**src/rtl/uart_tx_ctrl.sv**
```systemverilog
// uart_tx_ctrl
//   UART transmitter: accepts one word over a valid/ready handshake and sends
//   it LSB-first on txd as start bit, DATA_W data bits, optional parity bit and
//   one or two stop bits. Bit timing comes from the external baud_tick strobe.
//   Data, parity mode and stop-bit count are latched at accept, so config
//   changes never disturb a frame in flight.
//
// Parameters
//   DATA_W      data bits per frame (5..9)
//   CNT_W       bit-counter width, 2**CNT_W > DATA_W
//
// Ports
//   clk         system clock, rising edge
//   rst         asynchronous reset, active-low
//   baud_tick   one-clk strobe per bit period
//   tx_valid    tx_data is valid
//   tx_ready    block can accept a word (IDLE only)
//   tx_data     word to send
//   cfg_parity  00 none, 01 even, 10 odd, 11 none
//   cfg_stop2   0: one stop bit, 1: two stop bits
//   txd         serial line, idles high
//   tx_busy     frame in progress (LOAD..STOP)
//   tx_done     one-clk pulse when the last stop bit ends
//
// All outputs are registered; txd only moves on a clk edge that samples
// baud_tick=1 (or on reset).

module uart_tx_ctrl #(
  parameter int unsigned DATA_W = 8,
  parameter int unsigned CNT_W  = 4
) (
  input  logic              clk,
  input  logic              rst,
  input  logic              baud_tick,
  input  logic              tx_valid,
  output logic              tx_ready,
  input  logic [DATA_W-1:0] tx_data,
  input  logic [1:0]        cfg_parity,
  input  logic              cfg_stop2,
  output logic              txd,
  output logic              tx_busy,
  output logic              tx_done
);

  typedef enum logic [2:0] {
    S_IDLE,
    S_LOAD,
    S_START,
    S_DATA,
    S_PARITY,
    S_STOP
  } state_t;

  state_t            state, state_d;
  logic [DATA_W-1:0] shreg, shreg_d;
  logic [CNT_W-1:0]  bit_cnt, bit_cnt_d;
  logic              stop_cnt, stop_cnt_d;
  logic              par_bit, par_bit_d;
  logic              par_en, par_en_d;
  logic              stop2, stop2_d;
  logic              txd_d, ready_d, busy_d, done_d;
  logic              accept;

  assign accept = tx_valid & tx_ready;

  always_ff @(posedge clk or negedge rst) begin
    if (!rst) begin
      state    <= S_IDLE;
      shreg    <= '0;
      bit_cnt  <= '0;
      stop_cnt <= 1'b0;
      par_bit  <= 1'b0;
      par_en   <= 1'b0;
      stop2    <= 1'b0;
      txd      <= 1'b1;
      tx_ready <= 1'b1;
      tx_busy  <= 1'b0;
      tx_done  <= 1'b0;
    end else begin
      state    <= state_d;
      shreg    <= shreg_d;
      bit_cnt  <= bit_cnt_d;
      stop_cnt <= stop_cnt_d;
      par_bit  <= par_bit_d;
      par_en   <= par_en_d;
      stop2    <= stop2_d;
      txd      <= txd_d;
      tx_ready <= ready_d;
      tx_busy  <= busy_d;
      tx_done  <= done_d;
    end
  end

  // Next-state logic also computes the next value of every registered output,
  // so txd is already the bit for the state being entered.
  always_comb begin
    state_d    = state;
    shreg_d    = shreg;
    bit_cnt_d  = bit_cnt;
    stop_cnt_d = stop_cnt;
    par_bit_d  = par_bit;
    par_en_d   = par_en;
    stop2_d    = stop2;
    txd_d      = txd;
    ready_d    = tx_ready;
    busy_d     = tx_busy;
    done_d     = 1'b0;

    case (state)
      S_IDLE: begin
        // A tick coinciding with accept is deliberately ignored: LOAD first.
        if (accept) begin
          state_d   = S_LOAD;
          shreg_d   = tx_data;
          par_en_d  = (cfg_parity == 2'b01) || (cfg_parity == 2'b10);
          par_bit_d = (cfg_parity == 2'b10) ? ~^tx_data : ^tx_data;
          stop2_d   = cfg_stop2;
          txd_d     = 1'b1;
          ready_d   = 1'b0;
          busy_d    = 1'b1;
        end
      end

      // Align the start bit to a tick so it lasts a full bit period.
      S_LOAD: begin
        if (baud_tick) begin
          state_d = S_START;
          txd_d   = 1'b0;
        end
      end

      S_START: begin
        if (baud_tick) begin
          state_d   = S_DATA;
          bit_cnt_d = '0;
          txd_d     = shreg[0];
        end
      end

      S_DATA: begin
        if (baud_tick) begin
          shreg_d   = shreg >> 1;
          bit_cnt_d = bit_cnt + 1'b1;
          if (bit_cnt == CNT_W'(DATA_W - 1)) begin
            stop_cnt_d = 1'b0;
            if (par_en) begin
              state_d = S_PARITY;
              txd_d   = par_bit;
            end else begin
              state_d = S_STOP;
              txd_d   = 1'b1;
            end
          end else begin
            txd_d = shreg_d[0];
          end
        end
      end

      S_PARITY: begin
        if (baud_tick) begin
          state_d    = S_STOP;
          stop_cnt_d = 1'b0;
          txd_d      = 1'b1;
        end
      end

      S_STOP: begin
        if (baud_tick) begin
          if (stop2 && !stop_cnt) begin
            stop_cnt_d = 1'b1;
          end else begin
            state_d = S_IDLE;
            txd_d   = 1'b1;
            ready_d = 1'b1;
            busy_d  = 1'b0;
            done_d  = 1'b1;
          end
        end
      end

      default: begin
        state_d = S_IDLE;
        txd_d   = 1'b1;
        ready_d = 1'b1;
        busy_d  = 1'b0;
      end
    endcase
  end

endmodule

```
**config.mk**
```make
export PLATFORM = sky130hd
export DESIGN_NAME = uart_tx_ctrl
export DESIGN_NICKNAME = d
export VERILOG_FILES = /design/src/rtl/uart_tx_ctrl.sv
export SDC_FILE = /design/constraint.sdc
export NUM_CORES = 1
export LEC_CHECK = 0
export ABC_AREA = 0
export BUFFER_PORTS_ARGS = -buffer_cell sky130_fd_sc_hd__buf_4
export CAP_MARGIN = 10
export CELL_PAD_IN_SITES_DETAIL_PLACEMENT = 0
export CELL_PAD_IN_SITES_GLOBAL_PLACEMENT = 1
export CORE_MARGIN = 2
export CORE_UTILIZATION = 30
export CTS_CLUSTER_SIZE = 16
export DETAILED_ROUTE_END_ITERATION = 6
export PLACE_DENSITY_LB_ADDON = 0.1
export SLEW_MARGIN = 10
export SYNTH_ARGS = -nofsm -noshare
export SYNTH_HDL_FRONTEND = slang
export SYNTH_SLANG_ARGS = --single-unit
```
**constraint.sdc**
```tcl
create_clock -name clk -period 1.74 [get_ports clk]
set_clock_uncertainty 0.2 [all_clocks]
set_input_delay 0.261 -clock clk [delete_from_list [all_inputs] [get_ports clk]]
set_output_delay 0.261 -clock clk [all_outputs]
set_load 0.01 [all_outputs]
```
==> flow_summary.ini, run 1 <==
[cts]
cts.htree.levels = 1
cts_buffers = 3
clock-sinks = 23
clkSlewWorstSetupHoldPaths_ns = 0.09
cts_tree = done
clk-insertion-delay-late_ns = 0.27
root_buffer = clkbuf_8
clockBufferDepth = 2

[flow_run]
maxCapViolations = 0

[routing]
vias = 1098
post_drt_via_cell_ratio = 4.95
first_pass_iters = 4
drtIter0Drc = 43
ant_nets = 0
route.detailed.drc = 0
wirelength_mm = 3.02
wl_met1_mm = 1.44
wl_per_cell_um = 13.6
wl_met3_um = 121
dr_wl_met2_mm = 1.44
top_layer = met4

[logic_synthesis]
synth_area_leaders = dfrtp_1 (40%), o21ai_0 (7.2%), mux2i_1 (6.8%), nand2_1 (5.1%), dfstp_2 (4.0%)
synthDistinctLibCells = 38
yosysTopAreaCellShare = 0.397
async_flop_share = 1.00
synth-main-ff-cell = dfrtp_1
syn_avg_cell_area_um2 = 9.87
synth-seq-cells = 23
ys_warn_count = 0
yosysSeqAreaShare = 0.437
synth_edf_count = 0
synth_cells = 134
yosys.area.top_type = dfrtp_1
syn_nets = 151
syn_area_um2 = 1320

[timing]
fin_tns_setup_ns = 0
setup_slack_ns = 0.0436
timing.hold.ws_ns = 0.0238
timing.fmax_mhz = 589
period_needed_ns = 1.70
slew_violations = 0
setup_violations = 0
final_hold_viol_count = 0
period_share = 0.975
rsz0062_at_grt = true
tightestPinTransition_ns = 0.447
relSlewSlack = 0.701

[power_and_ir_drop]
power.density_nw_per_um2 = 1370
irDropWorstVdd_mv = 0.429
p_total_uw = 2310
leakagePower_uw = 0.000783

[place]
io_buffers = 18
preCtsSetupSlack_ns = -0.0436
placed_cell_area_um2 = 1600
post-dp-hpwl_mm = 2.30
place_congestion = 0.809

[layout]
layout-drive-gt1-share = 0.306
multi_input_area_um2 = 681
syn_to_final_growth_pct = 27.1
top_register = shreg
largest_register_ffs = 8
layout.nets = 188
fillerInstances = 433
seq_area_um2 = 582
final_common_cell = buf_4
final_cell_mix = buf_4 (36), nand2_1 (18), dfrtp_1 (18)
design_area_um2 = 1680
largest_registers = shreg (8), bit_cnt (4), state (3)
insertedDiodeCount = 0

[critical_path]
slowest_delay_ns = 0.46
crit_slowest_cell = dfrtp_2
required_ns = 1.72
crit_path_end_kind = flop
crit_arrival_ns = 1.68
crit_path_max_fanout = 6
reg2reg_depth = 5
startpoint_type = flop
critPathKind = reg2reg
path_cells = clkbuf_2 -> a2111oi_2 -> nor4_2 -> buf_4 -> o21ai_0

[floorplanning]
die_w_um = 70.4
start_util = 0.308
ioPinCount = 19
core.rowCount = 24
die_y_um = 70.4
core_area_um2 = 4290
dieArea_um2 = 4960

[global_route]
grt_max_degree = 24
grt.overflow.total = 0
grt_antenna_before_repair = 0
grt_pass1_wl_mm = 5.18
grt_pass1_vias = 1092
grt_use_total = 0.135

[worst_hold_path]
hold_depth = 3
hp-class = in2reg

[run_status]
status = completed
==> final cells by class <==
class | count | area share
multi-input combinational | 99 | 0.405
sequential | 23 | 0.346
timing repair buffer | 38 | 0.170
tap | 52 | 0.0387
clock buffer | 4 | 0.0268
inverter | 6 | 0.0134
==> worst max-delay path, delay by kind of cell, from the launching register on <==
kind | cells | cell delay (ns)
AOI/OAI and AO/OA | 2 | 0.51
and+or+nand+nor | 1 | 0.11
buffers and inverters | 2 | 0.33
DFF | 1 | 0.46
==> metal layers <==
metal  GRT usage  up-vias
li1            -      546
met1       0.176      521
met2       0.224       29
met3      0.0317        2
met4      0.0321        0
met5           0        -
==> report_power, final <==
part	leakage, uW	switching, uW	internal, uW
Clock	0.0000228	183	164
Sequential	0.000278	157	723
Combinational	0.000482	519	564
==> synth_stat cells, drive strengths merged (2+ instances only) <==
cell    count
a211oi      2
a21boi      2
a21oi       5
buf         6
dfrtp      21
dfstp       2
ha          2
inv         6
mux2        2
mux2i       9
nand2      18
nand2b      3
nand3       3
nand3b      3
nor2        4
nor2b       2
nor3        2
nor4        2
o21a        2
o21ai      19
o22ai       2
xnor2       5
xor2        2
==> cells by family after synthesis <==
kind of cell | count (synthesis) | synth area share
compound gates | 37 | 0.181
xor+xnor | 8 | 0.0634
fa+ha+maj | 2 | 0.0189
buf+inv | 12 | 0.0530
flops | 23 | 0.437
mux | 11 | 0.0851
simple gates | 41 | 0.162
==> through the flow <==
stage | util | cells
4_1_cts | 0.386 | 220
3_3_place_gp | 0.373 | 215
5_1_grt | 0.391 | 222
2_1_floorplan | - | 134
3_5_place_dp | 0.373 | 215
6_report | 0.391 | 222
==> worst paths after layout <==
path                       startpoint    endpoint  slack (ns)
max                          state[2]    state[1]        0.04
min                        tx_data[7]    shreg[7]        0.02
max reg2reg                  state[2]    state[1]        0.04
min reg2reg                  shreg[3]    shreg[3]        0.28
max in group asynchronous         rst         txd        0.83
min in group asynchronous         rst  bit_cnt[0]        0.22
==> repair_timing <==
| item | in CTS | in global routing |
|---|---|---|
| setup endpoints to repair | 2 | 11 |
| gates resized for setup | 1 | 6 |
| hold endpoints to repair | 23 | 0 |
| gates cloned | 0 | 0 |
| buffers inserted | 0 | 2 |
| pin swaps | 0 | 1 |
| hold buffers | 1 | 0 |
Note: power is estimated with default switching activity, not from simulation.
==> run 2: changes to the inputs <==
- REMOVE_ABC_BUFFERS: not set -> 1
- TNS_END_PERCENT: not set -> 5
==> run 2 against run 1 <==
Compared with the run above:
- the run now ends with negative setup slack left
- final cell count is 0.45% higher
- global-route usage is 0.17 points lower
- worst hold slack better by 0.0034 ns
- critical endpoint is now state[0]
==> flow_summary.ini, run 2 (same netlist as run 1, synthesis figures left out) <==
[run_status]
status = complete, but fails checks
violations = negative setup slack

[routing]
first_pass_iters = 4
drtIter0Drc = 77
ant_nets = 0
vias = 1096
wl_per_cell_um = 14.0
post_drt_via_cell_ratio = 4.91
route.detailed.drc = 0
wirelength_mm = 3.12

[timing]
period_share = 1.01
timing.fmax_mhz = 570
timing.hold.ws_ns = 0.0272
period_needed_ns = 1.75
tightestPinTransition_ns = 0.492
setup_violations = 1
final_hold_viol_count = 0
setup_slack_ns = -0.0146
rsz0062_at_grt = true
slew_violations = 0
relSlewSlack = 0.672

[global_route]
grt.overflow.total = 0
use_met3 = 0.0231
grt_use_met2 = 0.221
met1_usage = 0.174
busiest_layer = met2
grt_pass1_vias = 1118
grt_pass1_wl_mm = 5.22
grt_antenna_before_repair = 0
grt_max_degree = 24
grt_use_total = 0.133

[layout]
largest_registers = shreg (8), bit_cnt (4), state (3)
instances_no_fill = 223
top_register = shreg
final_cell_mix = buf_4 (37), nand2_1 (18), o21ai_0 (18), dfrtp_1 (18), mux2i_1 (9)
final_common_cell = buf_4
final_core_util = 0.396
layout.nets = 189
largest_register_ffs = 8
fillerInstances = 462
insertedDiodeCount = 0
syn_to_final_growth_pct = 28.5
layout-drive-gt1-share = 0.316

[worst_hold_path]
hp-start = tx_data[7]
hp-class = in2reg
hold-path-endpoint = shreg[7]
hold_depth = 3

[place]
preCtsSetupSlack_ns = -0.000470
io_buffers = 18
place_congestion = 0.830
post-dp-hpwl_mm = 2.28
dp.cells = 217

[cts]
cts_tree = done
clkSlewWorstSetupHoldPaths_ns = 0.09
cts_buffers = 3
clk-insertion-delay-late_ns = 0.26
clockBufferDepth = 2
clock-sinks = 23
cts.htree.levels = 1
root_buffer = clkbuf_8

[floorplanning]
die_y_um = 70.4
ioPinCount = 19
start_util = 0.308
dieArea_um2 = 4960
die_w_um = 70.4
core_area_um2 = 4290
core.rowCount = 24

[power_and_ir_drop]
leakagePower_uw = 0.000790
p_total_uw = 2350
irDropWorstVdd_mv = 0.463
power.density_nw_per_um2 = 1380

[critical_path]
crit_arrival_ns = 1.74
reg2reg_slack_ns = -0.01
critPathKind = reg2reg
required_ns = 1.72
timing.rr.end = state[0]
crit_path_max_fanout = 11
slowest_delay_ns = 0.49
regToRegStartpoint = state[0]
crit_slowest_cell = dfrtp_2
reg2reg_depth = 5
startpoint_type = flop
path_cells = xnor2_1 -> a211oi_2 -> nor4_2 -> buf_4 -> mux2i_1
crit_path_end_kind = flop

[flow_run]
maxCapViolations = 0
run 2: cell types whose count changed in the layout (fill, tap and decap cells not counted), sizes merged:
| cell | delta |
|---|---|
| buf | +2 |
| clkbuf | -1 |
run 2: worst max-delay path, delay by kind of cell (launching register included):
kind,cells,cell delay [ns]
xor gates and xnor gates,1,0.22
muxes,1,0.19
and+or+nand+nor,1,0.27
buffers and inverters,1,0.18
DFF,1,0.49
AOI/OAI and AO/OA,1,0.12
run 2: worst max path at each step:
stage | from | end | slack [ns] | cells past startpoint
3_3_place_gp | cfg_parity[0] | par_bit | 0.004 | 7
6_report | state[0] | state[0] | -0.01 | 5
2_1_floorplan | state[2] | txd | -0.04 | 4
5_1_grt | state[0] | state[0] | -0.08 | 5
3_5_place_dp | state[0] | txd | -0.0005 | 4
4_1_cts | bit_cnt[1] | txd | 0.01 | 5
run 2: where the power goes:
part | internal, uW | leakage [uW] | switching [uW]
Clock | 164 | 0.0000228 | 181
Combinational | 590 | 0.000490 | 536
Sequential | 722 | 0.000278 | 158
Total | 1480 | 0.000790 | 875
run 2: final cells by class:
cell class	count	area (um2)	area share
Inverter	6	22.5	0.0133
Sequential cell	23	582	0.342
Multi-Input combinational cell	99	686	0.404
Clock buffer	4	45.0	0.0265
Tap cell	52	65.1	0.0383
Timing Repair Buffer	39	299	0.176
run 2: repair_timing:
item,CTS,global route
endpoints found under the hold margin,23,0
pin swaps,0,1
setup buffers,0,1
setup endpoints to repair,3,11
hold buffers,1,0
gates resized for setup,1,7
run 2: per-stage QoR:
stage / instance area, um2 / setup TNS, ns
floorplan: 1270 / -0.0798
global placement: 1620 / 0
detailed placement: 1620 / -0.000470
CTS: 1670 / 0
global route: 1700 / -0.255
finish: 1700 / -0.0146
run 2: metal layers:
layer | wire length [um] | vias to the layer above
met2 | 1510 | 22
met3 | 99 | 2
met4 | 19 | 0
met5 | 0 | -
met1 | 1490 | 520
li1 | - | 552
